[config.mk]
export PLATFORM = sky130hd
export DESIGN_NAME = dbg_rom_monitor
export DESIGN_NICKNAME = d
export VERILOG_FILES = /design/src/rtl/dbg_rom_monitor.sv
export SDC_FILE = /design/constraint.sdc
export NUM_CORES = 1
export LEC_CHECK = 0
export CAP_MARGIN = 25
export CORE_AREA = 5 5 127 129
export DETAILED_ROUTE_END_ITERATION = 8
export DIE_AREA = 0 0 132 134
export PLACE_DENSITY_LB_ADDON = 0.3
export SYNTH_ARGS = -nofsm -noshare
export SYNTH_HDL_FRONTEND = slang
export SYNTH_SLANG_ARGS = --single-unit
[constraint.sdc]
create_clock -name clk -period 4.3 [get_ports clk]
set_input_delay 0.645 -clock clk [delete_from_list [all_inputs] [get_ports clk]]
set_output_delay 0.645 -clock clk [all_outputs]
set_load 0.005 [all_outputs]
[src/rtl/dbg_rom_monitor.sv]
// ROM response monitor: beat counter, last data, rotate-XOR signature, back-to-back flag.
// Optional build macro DBG_ROM_TRACE_EN adds a simulation-only trace of accepted beats.
module dbg_rom_dff #(
  parameter int WIDTH = 1
) (
  input  logic             clk,
  input  logic             rst_n,
  input  logic             clr,
  input  logic             stall,
  input  logic [WIDTH-1:0] d,
  output logic [WIDTH-1:0] q
);
  always_ff @(posedge clk or negedge rst_n) begin
    if (!rst_n)     q <= '0;
    else if (clr)   q <= '0;
    else if (!stall) q <= d;
  end
endmodule

module dbg_rom_monitor #(
  parameter int CNT_W = 32
) (
  input  logic             clk,
  input  logic             rst_n,
  input  logic             valid,
  input  logic [63:0]      data,
  input  logic             clr,
  output logic [CNT_W-1:0] beat_count,
  output logic [63:0]      last_data,
  output logic [63:0]      signature,
  output logic             b2b_err
);
  logic             valid_q;
  logic             cnt_sat;
  logic [CNT_W-1:0] cnt_d;
  logic [63:0]      sig_d;
  logic             b2b_d;

  assign cnt_sat = &beat_count;
  assign cnt_d   = beat_count + CNT_W'(1);
  assign sig_d   = {signature[62:0], signature[63]} ^ data;
  assign b2b_d   = b2b_err | (valid & valid_q);

  // Counter holds once saturated so it never wraps back to zero.
  dbg_rom_dff #(.WIDTH(CNT_W)) u_cnt (
    .clk(clk), .rst_n(rst_n), .clr(clr), .stall(~valid | cnt_sat),
    .d(cnt_d), .q(beat_count)
  );

  dbg_rom_dff #(.WIDTH(64)) u_last (
    .clk(clk), .rst_n(rst_n), .clr(clr), .stall(~valid),
    .d(data), .q(last_data)
  );

  dbg_rom_dff #(.WIDTH(64)) u_sig (
    .clk(clk), .rst_n(rst_n), .clr(clr), .stall(~valid),
    .d(sig_d), .q(signature)
  );

  dbg_rom_dff #(.WIDTH(1)) u_vq (
    .clk(clk), .rst_n(rst_n), .clr(clr), .stall(1'b0),
    .d(valid), .q(valid_q)
  );

  dbg_rom_dff #(.WIDTH(1)) u_b2b (
    .clk(clk), .rst_n(rst_n), .clr(clr), .stall(1'b0),
    .d(b2b_d), .q(b2b_err)
  );

`ifdef DBG_ROM_TRACE_EN
  // Reports the value the counter takes at this edge (saturated value once pinned).
  always @(posedge clk) begin
    if (rst_n && !clr && valid) begin
      $display("[dbg_rom] #%0d data=%016h", cnt_sat ? beat_count : cnt_d, data);
      if (valid_q && !b2b_err)
        $display("[dbg_rom] ERROR back-to-back valid");
    end
  end
`endif
endmodule

==> run metrics <==
top cells by count, synth=dfrtp_1 (162), nor2_1 (142), xnor2_1 (72); clock skew=0.00703 ns; fin crit share=0.516; Buffers on Ports=228; Area Overhead vs Synth=41.5%; cells on worst reg2reg path=5; Critical Path End Type=flop; Fmax=451 MHz; CP most frequent cell=nand4_1; Clock Path Buffers=2; Setup violations, final=0; 1st-pass router iterations=4; Post-Synthesis Cell Area=7360 um2; RR Endpoint=u_cnt.q[24]; Worst-Skew Late Latency=0.41 ns; fin crit period=2.22 ns; share of cells above drive strength 1=0.0555; Async S/R FF share, synth=1.00; DP Worst Slack=1.68 ns; Final Wtd Congestion=0.843; RSZ-0062 raised after global routing=false; Fin Setup TNS=0 ns; setup slack, reg-to-reg=2.15 ns; Synth area leaders=dfrtp_1 (55%), mux2i_1 (8.8%), xnor2_1 (8.6%), nor2_1 (7.2%), a211oi_1 (6.7%); postcts setup bufs=0; Slew @ Worst Pin=0.854 ns; Core ar.=14900 um2; CP bufs+invs=1; syn_area_per_cell=10.9 um2; die area=17700 um2; post-synthesis adder-cell area fraction=0.00170; number of global-route vias before repair=6007; top_reg_cell synth=dfrtp_1; CTS tree=yes; Post-synth EDFFs=0; Final Instance Area=10400 um2; top-level I/O count=229; placed inst area=9780 um2; row count=45; Compound-Gate Fraction of Synth Area=0.104; Die Span X=132 um; Pwr per Cell Area=364 nW/um2; largest family of logic cells by synthesized area=simple AND/OR/NAND/NOR gates; register area share after synthesis=0.551; max cap viols=0; mux share of post-synthesis cell area=0.0884; status=completed; All-Layer GR Usage=0.214; Die H=134 um; Clock Tree Root=clkbuf_16; Setup crit end=u_cnt.q[29]; number of synthesis warnings=0; n_diodes=0; FF+latch count, synth=162; Routed Antenna Nets=0; share of the synthesized area in the top cell type=0.551; final worst slack=2.08 ns; H-tree lvl count=4; Max stage delay on crit path=0.47 ns; DR vias/cell=5.38; synth unique cells=38; final core occ=0.698; most common cell in the netlist=dfrtp_1; first-pass GRT wire length=31200 um; pin count of the biggest net entering global routing=114; reg-to-reg startpoint=u_cnt.q[12]; Crit path depth=6; routed vias=5857; Final Net Count=958; P_leak=0.00438 uW; DRT Wirelength=18900 um; crit path max fanout=62; Yosys top cell by area=dfrtp_1; grt total ovfl=0; Worst path slowest cell=or4_1; syn nets=746; Worst Path Arrival=2.54 ns; pins over their slew limit=0; TritonCTS buffer count=17; Worst Hold Class=in -> async; Initial Utilization=0.493; post-CTS sizing=0; peak supply drop=0.248 mV; Cells after Synth=677; Synth Area in XOR/XNOR=0.0952; Setup crit start=valid; post-synthesis simple-gate area fraction=0.135; CP Class=in -> reg; WP data required=4.62 ns; Slew Limit Headroom=0.430; cell family with most CP delay=simple AND/OR/NAND/NOR gates; Hold WS=0.0597 ns; hpwl dp=13300 um; Sink Count=162; Worst-path clk slew=0.06 ns; hold_buf cts=0; wire per inst=17.4 um; Initial DRC Count=292; Hold Fails Final Rpt=0; DR DRC count=0; critical path, cell by cell=buf_6 > nand4_1 > nor2_1 > nand4_1 > or4_1 > a21oi_1; initial antenna violation count=0; Critical Path Source Type=input pin
==> metrics by stage <==
step,power (uW),instances
floorplan,1930,677
global placement,2250,1056
detailed placement,2270,1057
CTS,3830,1088
global route,3960,1089
finish,3790,1089
==> sequential cells by signal (all words and copies together) (netlist names) <==
name	cells
u_last.q	64
u_sig.q	64
u_cnt.q	32
u_b2b.q	1
u_vq.q	1
==> cell usage in the layout, fill, tap and decap left out, drive strengths merged, types with 2 or more instances in the layout <==
cell type	n
clkinvlp	5
inv	3
nand3	8
clkinv	4
mux2i	65
nor3	5
buf	11
a21oi	29
nor2b	2
bufinv	3
nand2	17
nor2	142
xor2	8
nor4	3
xnor2	72
and4	2
clkdlybuf4s50	225
and3	4
o31ai	10
clkbuf	19
or3	2
or4	10
a211oi	66
dfrtp	162
a21boi	2
nand4	13
==> routing by layer <==
metal / global-route usage / wire length, um
met1: 0.268 / 7670
met2: 0.353 / 9600
met3: 0.0675 / 1340
met4: 0.0709 / 302
met5: 0 / 0
==> logic make-up (layout without fill, tap and decap cells) <==
| family | after synthesis | after routing |
|---|---|---|
| mux | 65 | 65 |
| buf+inv | 46 | 270 |
| xor+xnor | 80 | 80 |
| simple gates | 212 | 212 |
| fa+ha+maj | 1 | 1 |
| flops | 162 | 162 |
| compound gates | 111 | 111 |
==> report_power, final <==
group	internal [uW]	switching, uW
Clock	943	610
Combinational	321	234
Sequential	1610	74.4
Total	2870	919
==> worst min-delay path by stage <==
stage,startpoint,to,slack (ns),cells past startpoint
after CTS,rst_n,u_cnt.q[20],0.41,1
final,rst_n,u_cnt.q[20],0.06,1
after global placement,u_vq.q,u_b2b.q,0.47,2
after floorplan,rst_n,u_b2b.q,0.35,0
after detailed placement,u_vq.q,u_b2b.q,0.49,2
after global routing,rst_n,u_cnt.q[16],0.05,1
==> worst reg2reg max path, delay by kind of cell (launching register included) <==
kind	cells	cell delay (ns)
compound gates	2	0.39
simple gates	3	1.21
flops	1	0.46
==> area by class of cell <==
type	instances	area [um2]
Clock buffer	19	453
Multi-Input combinational cell	469	3120
Inverter	3	11.3
Clock inverter	12	159
Tap cell	188	235
Sequential cell	162	4050
Fill cell	1072	4510
Timing Repair Buffer	236	2380
Power figures use the tool's default switching activity.
